--- config.mk ---
export PLATFORM = sky130hd
export DESIGN_NAME = machine_timer_unit_flat
export DESIGN_NICKNAME = d
export VERILOG_FILES = /design/src/rtl/timer_pkg.sv /design/src/rtl/machine_timer_unit_if.sv /design/src/rtl/timer_prescaler.sv /design/src/rtl/machine_timer_unit.sv /design/src/flat_wrapper.sv
export SDC_FILE = /design/constraint.sdc
export NUM_CORES = 1
export LEC_CHECK = 0
export CAP_MARGIN = 25
export CORE_ASPECT_RATIO = 0.6
export CORE_MARGIN = 10
export CORE_UTILIZATION = 40
export CTS_CLUSTER_DIAMETER = 40
export DETAILED_ROUTE_END_ITERATION = 8
export PLACE_DENSITY = 0.61
export SYNTH_ARGS = -nofsm -noshare
export SYNTH_HDL_FRONTEND = slang
export SYNTH_SLANG_ARGS = --single-unit
--- constraint.sdc ---
create_clock -name clk -period 3.39 [get_ports clk]
set_input_delay 0.8475 -clock clk [delete_from_list [all_inputs] [get_ports clk]]
set_output_delay 0.8475 -clock clk [all_outputs]
set_load 0.005 [all_outputs]
--- src/rtl/timer_pkg.sv ---
// Shared definitions for the machine timer: register offsets, word indices and CTRL layout.
package timer_pkg;

    localparam int BUS_ADDR_WIDTH = 5;
    localparam int BUS_DATA_WIDTH = 32;
    localparam int NUM_REGS       = 5;

    // Byte offsets of the mapped registers
    localparam logic [4:0] MTIME_LO    = 5'h00;
    localparam logic [4:0] MTIME_HI    = 5'h04;
    localparam logic [4:0] MTIMECMP_LO = 5'h08;
    localparam logic [4:0] MTIMECMP_HI = 5'h0C;
    localparam logic [4:0] CTRL        = 5'h10;

    // Word indices used by the decoder (byte offset / 4)
    localparam int IDX_MTIME_LO    = 0;
    localparam int IDX_MTIME_HI    = 1;
    localparam int IDX_MTIMECMP_LO = 2;
    localparam int IDX_MTIMECMP_HI = 3;
    localparam int IDX_CTRL        = 4;

    // CTRL field positions
    localparam int CTRL_ENABLE_BIT  = 0;
    localparam int CTRL_DIVIDER_LSB = 8;

    function automatic logic [2:0] word_index(input logic [4:0] offset);
        return offset[4:2];
    endfunction

endpackage

--- src/rtl/machine_timer_unit_if.sv ---
// Word-only peripheral bus between the core's data segment and the machine timer.
interface machine_timer_unit_if;

    logic [4:0]  bus_address;
    logic        bus_read_enable;
    logic        bus_write_enable;
    logic [31:0] bus_write_data;
    logic [31:0] bus_read_data;
    logic        bus_read_valid;

    modport master (
        output bus_address,
        output bus_read_enable,
        output bus_write_enable,
        output bus_write_data,
        input  bus_read_data,
        input  bus_read_valid
    );

    modport slave (
        input  bus_address,
        input  bus_read_enable,
        input  bus_write_enable,
        input  bus_write_data,
        output bus_read_data,
        output bus_read_valid
    );

endinterface

--- src/rtl/timer_prescaler.sv ---
// Programmable divider: counts 0..divider and emits a one-cycle tick on the terminal count.
module timer_prescaler #(
    parameter int PRESCALE_WIDTH = 8
) (
    input  logic                      clk,
    input  logic                      rst_n,
    input  logic                      enable_i,
    input  logic [PRESCALE_WIDTH-1:0] divider_i,
    input  logic                      clear_i,
    output logic                      tick_o
);

    logic [PRESCALE_WIDTH-1:0] count_q;
    logic [PRESCALE_WIDTH-1:0] count_d;

    assign tick_o = enable_i && (count_q == divider_i);

    // Clear wins so a new divider always starts a full period from zero
    always_comb begin
        count_d = count_q;
        if (clear_i) begin
            count_d = '0;
        end else if (tick_o) begin
            count_d = '0;
        end else if (enable_i) begin
            count_d = count_q + PRESCALE_WIDTH'(1);
        end
    end

    always_ff @(posedge clk or negedge rst_n) begin
        if (!rst_n) begin
            count_q <= '0;
        end else begin
            count_q <= count_d;
        end
    end

endmodule

--- src/rtl/machine_timer_unit.sv ---
// Memory-mapped machine timer: 64-bit mtime/mtimecmp, prescaler, tear-free high-word shadow
// and a registered level interrupt for mip.MTIP.
module machine_timer_unit
    import timer_pkg::*;
#(
    parameter int          PRESCALE_WIDTH = 8,
    parameter logic [63:0] MTIMECMP_RESET = 64'hFFFF_FFFF_FFFF_FFFF
) (
    input  logic                clk,
    input  logic                rst_n,
    machine_timer_unit_if.slave bus,
    output logic                timer_interrupt_request
);

    logic [2:0]          reg_idx;
    logic [NUM_REGS-1:0] wr_sel;
    logic [NUM_REGS-1:0] rd_sel;
    logic                unused_addr_bits;

    logic [63:0]               mtime_q,       mtime_d;
    logic [63:0]               mtimecmp_q,    mtimecmp_d;
    logic [31:0]               hi_shadow_q,   hi_shadow_d;
    logic                      enable_q,      enable_d;
    logic [PRESCALE_WIDTH-1:0] divider_q,     divider_d;
    logic [31:0]               rdata_q,       rdata_d;
    logic                      rvalid_q,      rvalid_d;
    logic                      irq_q,         irq_d;

    logic        tick;
    logic [31:0] ctrl_word;
    logic [31:0] read_mux;

    assign reg_idx          = bus.bus_address[4:2];
    assign unused_addr_bits = ^bus.bus_address[1:0];

    // One strobe per mapped word; unmapped indices leave every strobe low
    for (genvar gi = 0; gi < NUM_REGS; gi++) begin : g_decode
        assign wr_sel[gi] = bus.bus_write_enable && (reg_idx == 3'(gi));
        assign rd_sel[gi] = bus.bus_read_enable  && (reg_idx == 3'(gi));
    end

    timer_prescaler #(
        .PRESCALE_WIDTH (PRESCALE_WIDTH)
    ) u_prescaler (
        .clk       (clk),
        .rst_n     (rst_n),
        .enable_i  (enable_q),
        .divider_i (divider_q),
        .clear_i   (wr_sel[IDX_CTRL]),
        .tick_o    (tick)
    );

    // A write to either half suppresses the tick for the full 64-bit value
    always_comb begin
        mtime_d = mtime_q;
        if (wr_sel[IDX_MTIME_LO] || wr_sel[IDX_MTIME_HI]) begin
            if (wr_sel[IDX_MTIME_LO]) begin
                mtime_d[31:0] = bus.bus_write_data;
            end
            if (wr_sel[IDX_MTIME_HI]) begin
                mtime_d[63:32] = bus.bus_write_data;
            end
        end else if (tick) begin
            mtime_d = mtime_q + 64'd1;
        end
    end

    always_comb begin
        mtimecmp_d = mtimecmp_q;
        if (wr_sel[IDX_MTIMECMP_LO]) begin
            mtimecmp_d[31:0] = bus.bus_write_data;
        end
        if (wr_sel[IDX_MTIMECMP_HI]) begin
            mtimecmp_d[63:32] = bus.bus_write_data;
        end
    end

    always_comb begin
        enable_d  = enable_q;
        divider_d = divider_q;
        if (wr_sel[IDX_CTRL]) begin
            enable_d  = bus.bus_write_data[CTRL_ENABLE_BIT];
            divider_d = bus.bus_write_data[CTRL_DIVIDER_LSB +: PRESCALE_WIDTH];
        end
    end

    always_comb begin
        ctrl_word                                     = '0;
        ctrl_word[CTRL_ENABLE_BIT]                    = enable_q;
        ctrl_word[CTRL_DIVIDER_LSB +: PRESCALE_WIDTH] = divider_q;
    end

    // Reads see pre-edge state, so a same-cycle write returns the old value
    always_comb begin
        read_mux = '0;
        case (reg_idx)
            3'(IDX_MTIME_LO):    read_mux = mtime_q[31:0];
            3'(IDX_MTIME_HI):    read_mux = hi_shadow_q;
            3'(IDX_MTIMECMP_LO): read_mux = mtimecmp_q[31:0];
            3'(IDX_MTIMECMP_HI): read_mux = mtimecmp_q[63:32];
            3'(IDX_CTRL):        read_mux = ctrl_word;
            default:             read_mux = '0;
        endcase
    end

    always_comb begin
        rdata_d     = rdata_q;
        rvalid_d    = bus.bus_read_enable;
        hi_shadow_d = hi_shadow_q;
        if (bus.bus_read_enable) begin
            rdata_d = read_mux;
        end
        // Capture the upper half alongside the LO read for a tear-free 64-bit pair
        if (rd_sel[IDX_MTIME_LO]) begin
            hi_shadow_d = mtime_q[63:32];
        end
    end

    assign irq_d = (mtime_q >= mtimecmp_q);

    always_ff @(posedge clk or negedge rst_n) begin
        if (!rst_n) begin
            mtime_q     <= '0;
            mtimecmp_q  <= MTIMECMP_RESET;
            hi_shadow_q <= '0;
            enable_q    <= 1'b1;
            divider_q   <= '0;
            rdata_q     <= '0;
            rvalid_q    <= 1'b0;
            irq_q       <= 1'b0;
        end else begin
            mtime_q     <= mtime_d;
            mtimecmp_q  <= mtimecmp_d;
            hi_shadow_q <= hi_shadow_d;
            enable_q    <= enable_d;
            divider_q   <= divider_d;
            rdata_q     <= rdata_d;
            rvalid_q    <= rvalid_d;
            irq_q       <= irq_d;
        end
    end

    assign bus.bus_read_data     = rdata_q;
    assign bus.bus_read_valid    = rvalid_q;
    assign timer_interrupt_request = irq_q;

endmodule
--- src/flat_wrapper.sv ---
// flat-port wrapper written by rule: the top's interface ports become plain ports
module machine_timer_unit_flat import timer_pkg::*;
#(
    parameter int          PRESCALE_WIDTH = 8,
    parameter logic [63:0] MTIMECMP_RESET = 64'hFFFF_FFFF_FFFF_FFFF
)
  (clk, rst_n, timer_interrupt_request, bus_bus_address, bus_bus_read_enable, bus_bus_write_enable, bus_bus_write_data, bus_bus_read_data, bus_bus_read_valid);
  machine_timer_unit_if bus_i ();
  input  logic clk;
  input  logic rst_n;
  output logic timer_interrupt_request;
  input wire logic [$bits(bus_i.bus_address)-1:0] bus_bus_address;
  input wire logic [$bits(bus_i.bus_read_enable)-1:0] bus_bus_read_enable;
  input wire logic [$bits(bus_i.bus_write_enable)-1:0] bus_bus_write_enable;
  input wire logic [$bits(bus_i.bus_write_data)-1:0] bus_bus_write_data;
  output wire logic [$bits(bus_i.bus_read_data)-1:0] bus_bus_read_data;
  output wire logic [$bits(bus_i.bus_read_valid)-1:0] bus_bus_read_valid;
  assign bus_i.bus_address = bus_bus_address;
  assign bus_i.bus_read_enable = bus_bus_read_enable;
  assign bus_i.bus_write_enable = bus_bus_write_enable;
  assign bus_i.bus_write_data = bus_bus_write_data;
  assign bus_bus_read_data = bus_i.bus_read_data;
  assign bus_bus_read_valid = bus_i.bus_read_valid;
  machine_timer_unit #(.PRESCALE_WIDTH(PRESCALE_WIDTH), .MTIMECMP_RESET(MTIMECMP_RESET)) u_core (.clk(clk), .rst_n(rst_n), .bus(bus_i), .timer_interrupt_request(timer_interrupt_request));
endmodule
-- Word level (Yosys, flattened, before mapping)
Index checks and enable logic that the tools add are counted.
- bits in registers: 211
- $add $sub $neg: 2
- $lt $le $gt $ge: 1
- eq/ne operators: 7
- muxes and demuxes: 8
- reduce and logical (&&, ||, !) cells: 13
- operators by type and width (cell ; number):
    32-bit case mux with 5 select lines ; 1
    64-bit 2-to-1 mux ; 2
    64-bit by 1-bit adder with 64-bit output, second input constant ; 1
    64-bit >= comparator ; 1
    32-bit 2-to-1 mux ; 2
    8-bit 2-to-1 mux ; 3
    8-bit by 1-bit adder with 8-bit output, second input constant ; 1
    8-bit == test ; 1
    1-bit logical AND ; 7
    3-bit by 2-bit == test with 1-bit output, second input constant ; 2
    2-bit by 1-bit inequality test with 1-bit output, second input constant ; 2
    2-bit AND reduction ; 2
    3-bit by 1-bit == test with 1-bit output, second input constant ; 1
    3-bit == test, second input constant ; 1
    3-bit zero test ; 1
    3-bit nonzero test ; 1
    2-bit nonzero test ; 1
    1-bit logical OR ; 1

-- Logic depth before layout (Yosys ltp)
Gate-level depths: netlist (run 1).
- depth after elaboration: 5
- depth in mapped cells: 9

-- By module
A second synthesis (run 1) with hierarchy kept.
- cells, all modules: 1292
- area, all modules: 12260.5 um^2
- by module, submodules not included (module ; times used ; cells an instance ; area each (um^2)):
    machine_timer_unit ; 1 ; 1240 ; 11727.5
    timer_prescaler ; 1 ; 52 ; 533.0

-- Least setup slack after synthesis (run 1)
Ideal clock, no wire load.
- path type: input port to flip-flop
- start: input bus_bus_address[4]
- end: register u_core.mtime_q[57]
- library setup time: 127 ps
- arrival time: 2474 ps
- data required time: 3263 ps
- setup slack: 790 ps
- cell stages on the path: 7
- path buffers: 2
- cells stage by stage: clkbuf_1 -> inv_1 -> nand3_1 -> a41oi_1 -> clkbuf_1 -> a21oi_1 -> o2bb2a_1
- word-level cells in the longest chain between the ends: 5
- ends and longest elaborated chain (item ; RTL line ; RTL):
    from (decl) ; flat_wrapper.sv:12 ; input wire logic [$bits(bus_i.bus_address)-1:0] bus_bus_address;
    3-bit by 1-bit == test with 1-bit output or 3-bit zero test (tied branches) ; machine_timer_unit.sv:38 ; assign wr_sel[gi] = bus.bus_write_enable && (reg_idx == 3'(gi));
    1-bit logical AND ; machine_timer_unit.sv:38 ;
    1-bit logical OR ; machine_timer_unit.sv:56 ; if (wr_sel[IDX_MTIME_LO] || wr_sel[IDX_MTIME_HI]) begin
    2-bit by 1-bit inequality test with 1-bit output (no source line) or 2-bit nonzero test (tied branches) ; -- ;
    2-bit AND reduction (no source line) ; -- ;
    to (signal assigned) ; machine_timer_unit.sv:132 ; mtime_q <= mtime_d;
    to (decl) ; machine_timer_unit.sv:20 ; logic [63:0] mtime_q, mtime_d;
Parallel ways exist; a longest one is shown, timed or not.
A chain may end at the register's enable or synchronous reset.

-- Final worst setup path (run 1)
- start: register u_core.mtime_q[16]
- end: register u_core.mtime_q[39]
- word-level cells in the longest chain between the ends: 3
- ends and longest elaborated chain (item ; RTL line ; RTL):
    64-bit by 1-bit adder with 64-bit output ; machine_timer_unit.sv:64 ; mtime_d = mtime_q + 64'd1;
    64-bit 2-to-1 mux ; machine_timer_unit.sv:63 ; end else if (tick) begin
    64-bit 2-to-1 mux ; machine_timer_unit.sv:56 ;
No other way between the ends. The select of a mux whose other input is x is not followed.

==> results of run 1 <==
==> routing by layer <==
| layer | vias to the layer above | share of wire |
|---|---|---|
| met5 | - | 0 |
| li1 | 4999 | - |
| met4 | 0 | 0.016 |
| met2 | 432 | 0.40 |
| met1 | 5450 | 0.50 |
| met3 | 51 | 0.089 |
==> where the power goes <==
part	leakage (nW)	switching (mW)	total, mW	internal [mW]
combinational	3.07	1.25	2.33	1.08
clock	0.429	1.17	2.83	1.66
sequential	2.52	0.723	3.96	3.23
total	6.02	3.14	9.11	5.97
==> layout by cell type, fill, tap and decap left out, types with 7 or more instances in the layout <==
| master | instances |
|---|---|
| a21o_1 | 8 |
| a21oi_1 | 94 |
| a221oi_1 | 35 |
| a22o_1 | 26 |
| a31oi_1 | 12 |
| and2_1 | 7 |
| and3_1 | 17 |
| and4_1 | 8 |
| buf_4 | 49 |
| clkbuf_16 | 27 |
| clkdlybuf4s50_1 | 70 |
| dfrtp_1 | 146 |
| dfstp_2 | 65 |
| ha_1 | 66 |
| inv_1 | 110 |
| mux2_2 | 72 |
| mux2i_1 | 9 |
| nand2_1 | 115 |
| nand3_1 | 46 |
| nand4_1 | 31 |
| nor2_1 | 59 |
| nor3_1 | 11 |
| nor4_1 | 20 |
| o21a_1 | 9 |
| o21ai_0 | 107 |
| o22a_1 | 14 |
| o22ai_1 | 49 |
| o2bb2a_1 | 7 |
| xor2_1 | 9 |
==> final timing paths <==
check | startpoint | endpoint | slack [ns] | cells past startpoint
hold / removal | rst_n | u_core.u_prescaler.count_q[6] | 0.22 | 1
max in group asynchronous | rst_n | u_core.mtimecmp_q[22] | 2.31 | 2
hold reg to reg | u_core.hi_shadow_q[9] | u_core.hi_shadow_q[9] | 0.51 | 1
min in group clk | u_core.hi_shadow_q[9] | u_core.hi_shadow_q[9] | 0.51 | 1
setup / recovery | u_core.mtime_q[16] | u_core.mtime_q[39] | 0.64 | 6
setup reg to reg | u_core.mtime_q[16] | u_core.mtime_q[39] | 0.64 | 6
==> critical path, cell delays in order, from the launching register on <==
cell,delay [ns]
dfrtp_1,0.52
nand2_2,0.20
or4_4,0.58
nor4_1,0.71
nand3_1,0.24
o22ai_1,0.15
o2bb2a_1,0.24
==> cells by family (layout without fill, tap and decap cells) <==
group	Yosys count	after routing	share of synthesized area
XOR/XNOR	10	10	0.007116
AND/OR/NAND/NOR	348	348	0.1422
buffers and inverters	185	285	0.06231
AO/OA/AOI/OAI	403	403	0.2107
flip-flops	211	211	0.4356
multiplexers	82	82	0.07502
adder cells (fa/ha/maj)	66	66	0.06709
==> registers in the layout, summed over array words and instances (netlist names) <==
name and count:
u_core.divider_q 8, u_core.timer_interrupt_request 1, u_core.bus.bus_read_valid 1, u_core.mtime_q 64, u_core.hi_shadow_q 32, u_core.enable_q 1
u_core.mtimecmp_q 64, u_core.u_prescaler.count_q 8, u_core.bus.bus_read_data 32
==> final cells by class <==
cell class	instances	area [um2]
clock inverter	11	111.4
sequential	211	5361
tap	408	510.5
multi-input combinational	909	6250
clock buffer	37	763.2
fill	2891	15550
timing repair buffer	127	1201
inverter	110	412.9
==> out/metrics.cfg, run 1 <==
[logic_synthesis]
synth_common_cells = dfrtp_1, nand2_1, inv_1
synth.cell_area_um2 = 12310
yosysSeqAreaShare = 0.4356
synth_cell_types = 67
yosysWarnings = 0
syn_inst = 1305
syn_area_per_cell_um2 = 9.432
synth_top_area_frac = 0.2968
synth_most_common_cell = dfrtp_1
synth-edff-count = 0
synthArstFlopShare = 1.000
synth_top_flop_cell = dfrtp_1
post-synth-top-area-cell = dfrtp_1
synth_nets = 1412
ys_ff_latch = 211
synth_area_leaders = dfrtp_1, dfstp_2, ha_1

[setup_path]
start_kind = register
crit_arrival_ns = 3.17
crit_type = reg2reg
cp.required_ns = 3.81
path_max_fanout = 8
critPathCaptureType = register

[grt]
top_usage_layer = met1
grt_use_met1 = 0.3220
grt_overflow_total = 0
grt_pass1_vias = 10340
groute.usage.overall = 0.2095
grt_pass1_wl_um = 63040
met3_usage = 0.05301
met2_usage = 0.2874
grt_max_degree = 114
antenna_found_initial = 1

[place]
io_buffer_count = 72
pre_cts_ws_ns = 0.02891
place_area_um2 = 13730
dp_cells = 1764
gp_congestion = 0.9203
dp_hpwl_um = 29880

[routing]
num_vias = 10930
first_pass_iters = 8
via_per_inst = 6.030
routedWlPerCell_um = 22.67
detail-route-antenna-nets = 0
drc = 0
dr.first_iter.drc_count = 1055
finalWirelength_um = 41100

[timing]
slew_headroom = 0.3292
final-setup-viol-count = 0
fin_tns_setup_ns = 0
hold_viol = 0
whs_ns = 0.2219
timing.final.crit_share = 0.8121
final_max_slew_viol_count = 0
fin_crit_ns = 2.753
setup_slack_ns = 0.6371
worst_pin_slew_ns = 1.005
timing.fmax_mhz = 363.3
fin_worst_skew_ns = 0.01336
rsz0062_at_grt = no

[clock_tree]
clock_latency_ns = 0.54
cts_sinks = 211
h-tree-depth = 1
cts_root_buf = clkbuf_16
cts_buffers = 26
post_cts_buffers = 0
cts.clk_slew.worst_paths_ns = 0.06
cts_resized = 0
cts_tree = built
ctsHoldBuffers = 0
cts_buffer_depth = 3

[final_layout]
areaGrowthSynthToFinish_pct = 18.69
fin_nets = 1492
fin_cells = 1813
final_cell_area_um2 = 14610
diodes = 0
fin_util = 0.4844
drive_above_1_share = 0.1907

[power]
power_density_nw_per_um2 = 623.7
ir_drop_mv = 0.4309
p_leak_nw = 6.024
total_power_mw = 9.113

[floorplanning]
core_area_um2 = 30160
fp.dieH_um = 155.9
ios = 75
rows = 49
start_util = 0.4081
die-area_um2 = 38420
die_w_um = 246.5

[outcome]
status = finished clean

[job]
maxCapViolCount = 0

[min_path]
hold_path_class = in2async

Power figures use the tool's default switching activity.
==> run 2, diff against run 1 <==
--- a/config.mk
+++ b/config.mk
@@ -11,7 +11,7 @@
 export CORE_UTILIZATION = 40
 export CTS_CLUSTER_DIAMETER = 40
 export DETAILED_ROUTE_END_ITERATION = 8
-export PLACE_DENSITY = 0.61
+export PLACE_DENSITY = 0.64
 export SYNTH_ARGS = -nofsm -noshare
 export SYNTH_HDL_FRONTEND = slang
 export SYNTH_SLANG_ARGS = --single-unit
==> constraint.sdc (replaced) <==
create_clock -name clk -period 2.3 [get_ports clk]
set_input_delay 0.575 -clock clk [delete_from_list [all_inputs] [get_ports clk]]
set_output_delay 0.575 -clock clk [all_outputs]
set_load 0.005 [all_outputs]
==> run 2 against run 1 <==
Effect of this change: the flow now finishes with violations (negative setup slack); setup slack got worse by 0.71 ns; clock power rose by 58%; critical path type unchanged; largest cell class unchanged; utilization rose by 6.9 points; sequential share of layout area fell by 4.6 points.
==> out/metrics.cfg, run 2 (synthesis gave the netlist of run 1 again) <==
[outcome]
status = complete, but fails checks
violations = negative setup slack

[floorplanning]
rows = 49
core_area_um2 = 30160
start_util = 0.4081
die_w_um = 246.5
ios = 75
fp.dieH_um = 155.9
die-area_um2 = 38420

[place]
gp_congestion = 1.005
place_area_um2 = 15320
dp_cells = 1945
io_buffer_count = 72
dp_hpwl_um = 33450

[grt]
antenna_found_initial = 1
grt_pass1_vias = 11290
grt_overflow_total = 0
grt_max_degree = 57
groute.usage.overall = 0.2268
grt_pass1_wl_um = 68080

[timing]
worst_pin_slew_ns = 0.6801
hold_viol = 0
timing.fmax_mhz = 421.2
rsz0062_at_grt = yes
fin_crit_ns = 2.374
timing.final.crit_share = 1.032
slew_headroom = 0.5466
setup_slack_ns = -0.07404
final_max_slew_viol_count = 0
final-setup-viol-count = 6
fin_worst_skew_ns = 0.02799

[clock_tree]
cts.clk_slew.worst_paths_ns = 0.06
clock_latency_ns = 0.56
h-tree-depth = 1
cts_buffers = 27
cts_sinks = 211
cts_buffer_depth = 3
cts_root_buf = clkbuf_16
cts_tree = built

[final_layout]
final_common_cell = buf_4
diodes = 0
largestRegisters = u_core.mtime_q x64, u_core.mtimecmp_q x64
areaGrowthSynthToFinish_pct = 35.54
fin_nets = 1693
regArea_um2 = 5363
nFillCells = 2739
final_cell_area_um2 = 16680
drive_above_1_share = 0.3167
multi_input_area_um2 = 6513
fin_cells = 2015
layout_common_cells = buf_4, dfrtp_1, nand2_1, inv_1, o21ai_0

[routing]
via_per_inst = 5.838
drc = 0
routedWlPerCell_um = 22.32
dr.first_iter.drc_count = 1247
first_pass_iters = 5
finalWirelength_um = 44970
detail-route-antenna-nets = 0
num_vias = 11760

[setup_path]
crit_arrival_ns = 2.83
crit_path_max_incr_delay_ns = 0.58
cp.required_ns = 2.75
crit_chain = buf_6, nand4_1, nor4_4, buf_4, nand4_1, or4_4, a21o_1, a22oi_1
crit_type = reg2reg
path_common_cell = nand4_1
path_max_fanout = 3
crit_slowest_cell = or4_4
start_kind = register
critPathCaptureType = register

[power]
power_density_nw_per_um2 = 895.0
p_leak_nw = 7.207
ir_drop_mv = 0.5718

[min_path]
hold_path_class = in2reg

[job]
maxCapViolCount = 0

[run 2: cell count changes in the layout (fill, tap and decap cells not counted), sizes merged]
cell,before,now
buf,57,256
bufinv,1,4
inv,115,112
clkinv,4,5
clkinvlp,1,2
dlygate4sd3,0,1
[run 2: timing repair]
action	4_1_cts	5_1_grt
hold buffers	1	0
gates resized for setup	19	46
endpoints found under the setup margin	17	35
endpoints found under the hold margin	19	0
pin swaps	11	18
setup buffers	10	10
[run 2: cell type report]
class,count,share of cell area
Clock buffer,37,0.04455
Clock inverter,13,0.01087
Inverter,110,0.02475
Multi-Input combinational cell,909,0.3904
Sequential cell,211,0.3214
Tap cell,408,0.03060
Timing Repair Buffer,327,0.1774
[run 2: critical path: cells and delay by family (launching register included)]
| family | cells | cell delay [ns] |
|---|---|---|
| and+or+nand+nor | 4 | 1.25 |
| DFF | 1 | 0.42 |
| AOI/OAI and AO/OA | 2 | 0.32 |
| buffers and inverters | 2 | 0.29 |
[run 2: worst paths after layout]
check / from / to / slack (ns) / cells past startpoint
hold reg to reg: u_core.hi_shadow_q[22] / u_core.hi_shadow_q[22] / 0.51 / 1
setup reg to reg: u_core.mtime_q[0] / u_core.mtime_q[61] / -0.07 / 8
setup / recovery: u_core.mtime_q[0] / u_core.mtime_q[61] / -0.07 / 8
max in group asynchronous: rst_n / u_core.mtimecmp_q[60] / 1.01 / 3
hold / removal: bus_bus_read_enable / u_core.bus.bus_read_valid / 0.44 / 2
min in group asynchronous: rst_n / u_core.u_prescaler.count_q[4] / 0.54 / 2
[run 2: metal layers]
layer	vias to the layer above	GRT usage	wire length, um
met3	60	0.06156	4531
met4	0	0.04684	800
li1	5396	-	-
met5	-	0.001277	0
met2	527	0.3113	18070
met1	5780	0.3440	21570
[run 2: report_power, final]
group / internal, mW / switching, mW
logic: 2.44 / 2.58
registers: 4.77 / 0.692
clock network: 2.72 / 1.74
[run 2: metrics by stage]
| stage | power, mW | setup TNS (ns) | worst slack (ns) | hold WS, ns | utilization |
|---|---|---|---|---|---|
| final | 14.93 | -0.1143 | -0.07404 | 0.4396 | 0.5531 |
| after global routing | 15.71 | -0.7354 | -0.08552 | 0.4408 | 0.5531 |
| after CTS | 14.75 | -0.06940 | -0.05919 | 0.4296 | 0.5442 |
| after detailed placement | 10.08 | -32.14 | -0.3169 | 0.4969 | 0.5079 |
| after global placement | 9.913 | -26.23 | -0.2621 | 0.4909 | 0.5079 |
| after floorplan | 7.668 | 0 | 0.02073 | 0.2794 | - |
==> variant 1 (config.mk and constraints of run 2) <==
`PRESCALE_WIDTH` is set to 8 in 3 places; all go to 10.
--- a/src/rtl/timer_prescaler.sv
+++ b/src/rtl/timer_prescaler.sv
@@ -1,6 +1,6 @@
 // Programmable divider: counts 0..divider and emits a one-cycle tick on the terminal count.
 module timer_prescaler #(
-    parameter int PRESCALE_WIDTH = 8
+    parameter int PRESCALE_WIDTH = 10
 ) (
     input  logic                      clk,
     input  logic                      rst_n,
--- a/src/rtl/machine_timer_unit.sv
+++ b/src/rtl/machine_timer_unit.sv
@@ -3,7 +3,7 @@
 module machine_timer_unit
     import timer_pkg::*;
 #(
-    parameter int          PRESCALE_WIDTH = 8,
+    parameter int          PRESCALE_WIDTH = 10,
     parameter logic [63:0] MTIMECMP_RESET = 64'hFFFF_FFFF_FFFF_FFFF
 ) (
     input  logic                clk,
--- a/src/flat_wrapper.sv
+++ b/src/flat_wrapper.sv
@@ -1,7 +1,7 @@
 // flat-port wrapper written by rule: the top's interface ports become plain ports
 module machine_timer_unit_flat import timer_pkg::*;
 #(
-    parameter int          PRESCALE_WIDTH = 8,
+    parameter int          PRESCALE_WIDTH = 10,
     parameter logic [63:0] MTIMECMP_RESET = 64'hFFFF_FFFF_FFFF_FFFF
 )
   (clk, rst_n, timer_interrupt_request, bus_bus_address, bus_bus_read_enable, bus_bus_write_enable, bus_bus_write_data, bus_bus_read_data, bus_bus_read_valid);
Check against the original RTL: not equivalent (a bounded check fails within 4 cycles, from zero or initial values and one cycle with rst_n low).
==> variant 1 against run 2 <==
The flow still finishes with violations (setup timing); synthesized cell count shrank 0.31%; maximum frequency shrank 0.22%; sequential cell count is 4 higher; wire length shrank 5.0%; via count fell by 1.5%; cell area shrank 0.61%; clock skew shrank 13 ps; utilization decreased by 0.34 points; critical path depth unchanged; non-clock buffer count down 30; setup slack worse by 5.1 ps; total power up 6.3%; synthesized area increased by 0.13%.
==> variant 1: results (changes against run 2) <==
metric,value,unit,change
outcome,"complete, but fails checks",,
violated checks,setup timing,,
sequential fraction of the synthesis area,44.31,%,+0.75 points
Crit path arrival time,2820,ps,about the same
Synth Area in Adders,6.700,%,-0.0089 points
setup TNS,-79.17,ps,+35.18 ps
hpwl dp,31650,um,-5.4%
commonest cells in the netlist,"150 x dfrtp_1, 120 x nand2_1, 109 x inv_1",,
worst-path maximum fanout,2,,-1
GRT Total Usage,21.58,%,-1.1 points
Final setup viols,1,,-5
Post-Syn Nets,1408,,-0.28%
CTS Buf Count,31,,+15%
share of cells above drive strength 1,30.23,%,-1.4 points
fill cell count,2668,,-2.6%
DP Cell Count,1916,,-1.5%
Vias per Instance,5.833,,about the same
Mapped Cells,1301,,-0.31%
mux cell area share after synthesis,7.837,%,+0.34 points
final worst slack,-79.17,ps,-5.131 ps
Area after DPL,0.01513,sq mm,-1.3%
Yosys cell types,62,,-7.5%
first-pass GRT wire length,65470,um,-3.8%
clk_skew,14.70,ps,-13.29 ps
Peak VDD IR,0.0006890,V,+21%
RR Endpoint,u_core.timer_interrupt_request,,
vias in the first global route,11170,,-1.1%
final WL,42710,um,-5.0%
-- variant 1: cell count changes in the layout (fill, tap and decap cells not counted), moves of 6 or more --
cell | run 2 | this run
a21oi_1 | 92 | 103
a2bb2oi_1 | 2 | 14
buf_4 | 224 | 200
nor2_1 | 57 | 43
nor4_1 | 10 | 1
o21ai_0 | 98 | 83
o21ai_1 | 8 | 2
o22ai_1 | 48 | 56
o2bb2a_1 | 6 | 0
o31ai_1 | 4 | 10
xnor2_1 | 1 | 9
xor2_1 | 9 | 1
-- variant 1: per-layer routing --
metal | share of wire (%) | track usage (%)
met3 | 9.8 | 5.780
met1 | 48 | 32.04
met5 | 0 | 0
met4 | 2.0 | 4.626
met2 | 40 | 30.40
-- variant 1: logic make-up after synthesis --
logic type	after synthesis
fa+ha+maj	66
compound gates	407
simple gates	328
buf+inv	187
flops	215
xor+xnor	11
mux	87
-- variant 1: where the power goes --
group | leakage [nW] | internal (W) | switching (W)
sequential | 2.55 | 0.00494 | 0.000752
clock | 0.526 | 0.00318 | 0.00188
combinational | 4.14 | 0.00253 | 0.00259
total | 7.22 | 0.0107 | 0.00522
-- variant 1: worst max path at each step --
stage / start / to / slack (ps)
2_1_floorplan: u_core.mtimecmp_q[43] / u_core.timer_interrupt_request / 30
3_3_place_gp: bus_bus_address[3] / u_core.mtimecmp_q[55] / -280
3_5_place_dp: bus_bus_address[3] / u_core.mtimecmp_q[36] / -300
4_1_cts: u_core.mtimecmp_q[63] / u_core.timer_interrupt_request / -30
5_1_grt: u_core.mtimecmp_q[40] / u_core.timer_interrupt_request / -120
6_report: u_core.mtimecmp_q[40] / u_core.timer_interrupt_request / -80
-- variant 1: critical path: stages, from the launching register on --
cell and delay (ps):
dfstp_2 530, inv_1 50, ha_1 230, a21oi_4 160, o21ai_2 70, a221o_1 370, a2111o_1 460, a221oi_2 280
o41ai_1 100
-- variant 1: metrics by stage --
step,hold slack (ps),setup slack [ps]
5_1_grt,480.4,-123.3
6_report,480.2,-79.17
4_1_cts,471.0,-26.39
3_3_place_gp,489.6,-276.9
3_5_place_dp,496.0,-295.0
2_1_floorplan,279.4,26.68
-- variant 1: repair_timing --
item	in CTS	in global routing
cloned	0	2
hold endpoints to repair	23	0
setup endpoints to repair	9	28
hold buffers	1	0
pin swaps	4	11
gates resized for setup	14	39
setup buffers	0	9
-- variant 1: area by class of cell --
cell class	instances	area, sq um	share of cell area (%)
clock inverters	18	247.7	1.494
repair buffers	297	2680	16.16
inverters	109	409.1	2.467
flip-flops and latches	215	5464	32.95
well taps	408	510.5	3.079
clock buffers	40	849.6	5.123
multi-input cells	899	6421	38.72
==> variant 2 (settings of run 2) <==
Made on the original files. Register the output `timer_interrupt_request` once more, cleared by the reset; this adds one clock of latency there. The other outputs are not delayed to match.
--- a/src/rtl/machine_timer_unit.sv
+++ b/src/rtl/machine_timer_unit.sv
@@ -142,6 +142,12 @@
 
     assign bus.bus_read_data     = rdata_q;
     assign bus.bus_read_valid    = rvalid_q;
-    assign timer_interrupt_request = irq_q;
+    always_ff @(posedge clk or negedge rst_n) begin
+        if (!rst_n) begin
+            timer_interrupt_request <= '0;
+        end else begin
+            timer_interrupt_request <= irq_q;
+        end
+    end
 
 endmodule
Function: changed (a bounded check fails within 4 cycles, from zero or initial values and one cycle with rst_n low).
==> variant 2 against run 2 <==
The run still ends with setup timing left; clock skew fell by 18 ps; wire length down 0.44%; sequential cell count grew 1; cell area up 0.19%; synthesized area increased by 0.20%; count of clock-buffer cells in the layout is 3 lower; sequential power grew 0.9%; setup slack improved by 29 ps; total power up 0.67%; largest power group unchanged.
==> variant 2: results (changes against run 2) <==
metric,value,unit,change
outcome,"complete, but fails checks",,
violated checks,setup timing,,
worst-path maximum fanout,2,,-1
hpwl dp,32990,um,-1.4%
Area after DPL,0.01527,sq mm,-0.31%
DP Cell Count,1943,,-0.10%
nets,1689,,-0.24%
cell family with most CP delay,compound AO/OA/AOI/OAI gates,,
R2R depth,11,,+3
clk_skew,10.04,ps,-17.95 ps
largest net degree at the start of global routing,79,,+39%
first-pass GRT wire length,68010,um,about the same
Max-slew headroom,50.98,%,-3.7 points
final WL,44770,um,-0.44%
GRT Total Usage,22.66,%,about the same
crit path to,u_core.irq_q,,
"Slowest-stage cell, CP",dfstp_2,,
Async SR Flop Fraction,100.0,%,unchanged
sequential fraction of the synthesis area,43.67,%,+0.11 points
synth top area cells,"dfrtp_1 30%, dfstp_2 14%, ha_1 6.7%, mux2_2 6.6%, o21ai_0 4.3%",,
Antenna diodes,0,,unchanged
Post-Syn Nets,1413,,+0.071%
Critical R2R Launch,u_core.mtimecmp_q[9],,
final RePlAce weighted congestion,0.9722,,-3.3%
commonest cells in the netlist,"147 x dfrtp_1, 115 x nand2_1, 110 x inv_1",,
iteration-0 DRC count of the detailed router,1436,,+15%
Int Pwr,0.01002,W,+0.97%
Vias per Instance,5.929,,+1.6%
fill cell count,2731,,-0.29%
vias in the first global route,11300,,+0.062%
final worst slack,-44.79,ps,+29.24 ps
Crit path arrival time,2770,ps,-60 ps
# resized after CTS,17,,-2
Max stage delay on crit path,530,ps,-50 ps
share of cells above drive strength 1,31.42,%,-0.26 points
Pre-antenna DRT Iters,6,,+1
Final setup viols,4,,-2
Peak VDD IR,0.0005132,V,-10%
syn avg cell area,9.444,sq um,+0.13%
number of antenna violations at the first check in global routing,0,,-1
drt wl/cell,22.28,um,-0.14%
leakage power,7.244,nW,+0.51%
CTS Buf Count,26,,-3.7%
[variant 2: cell count changes in the layout (fill, tap and decap cells not counted), sizes merged]
| cell | run 2 | this run |
|---|---|---|
| buf | 256 | 251 |
| bufinv | 4 | 5 |
| clkbuf | 37 | 35 |
| clkinv | 5 | 2 |
| clkinvlp | 2 | 4 |
| dfrtp | 146 | 147 |
[variant 2: power by group through the flow]
stage	combinational (W)	clock, W	sequential [W]
finish	0.00490	0.00463	0.00551
global route	0.00538	0.00485	0.00560
CTS	0.00463	0.00469	0.00549
detailed placement	0.00451	0	0.00553
global placement	0.00438	0	0.00549
floorplan	0.00221	0	0.00548
[variant 2: final cells by class]
type                       instances  area (sq um)  area share (%)
multi-input combinational        909          6526           39.04
tap                              408         510.5           3.054
inverter                         110         412.9           2.470
timing repair buffer             323          2909           17.40
clock buffer                      34         752.0           4.499
clock inverter                    13         211.5           1.265
sequential                       212          5393           32.26
[variant 2: logic make-up after synthesis]
kind of cell               share of synthesized area [%]
adders and majority gates                          6.695
xor gates and xnor gates                          0.7101
and+or+nand+nor                                    14.19
muxes                                              7.486
buffers and inverters                              6.218
AOI/OAI and AO/OA                                  21.03
DFF                                                43.67
[variant 2: layer usage]
| metal | track usage (%) | share of wire (%) |
|---|---|---|
| met3 | 5.489 | 11 |
| met5 | 0 | 0 |
| met4 | 4.044 | 1.6 |
| met2 | 31.42 | 40 |
| met1 | 34.69 | 47 |
[variant 2: metrics by stage]
step | setup slack, ps | setup TNS (ps) | power [W]
2_1_floorplan | 20.73 | 0 | 0.007692
3_3_place_gp | -369.2 | -38810 | 0.009863
3_5_place_dp | -384.8 | -41390 | 0.01004
4_1_cts | -29.22 | -38.12 | 0.01480
5_1_grt | -161.6 | -675.0 | 0.01583
6_report | -44.79 | -64.09 | 0.01503
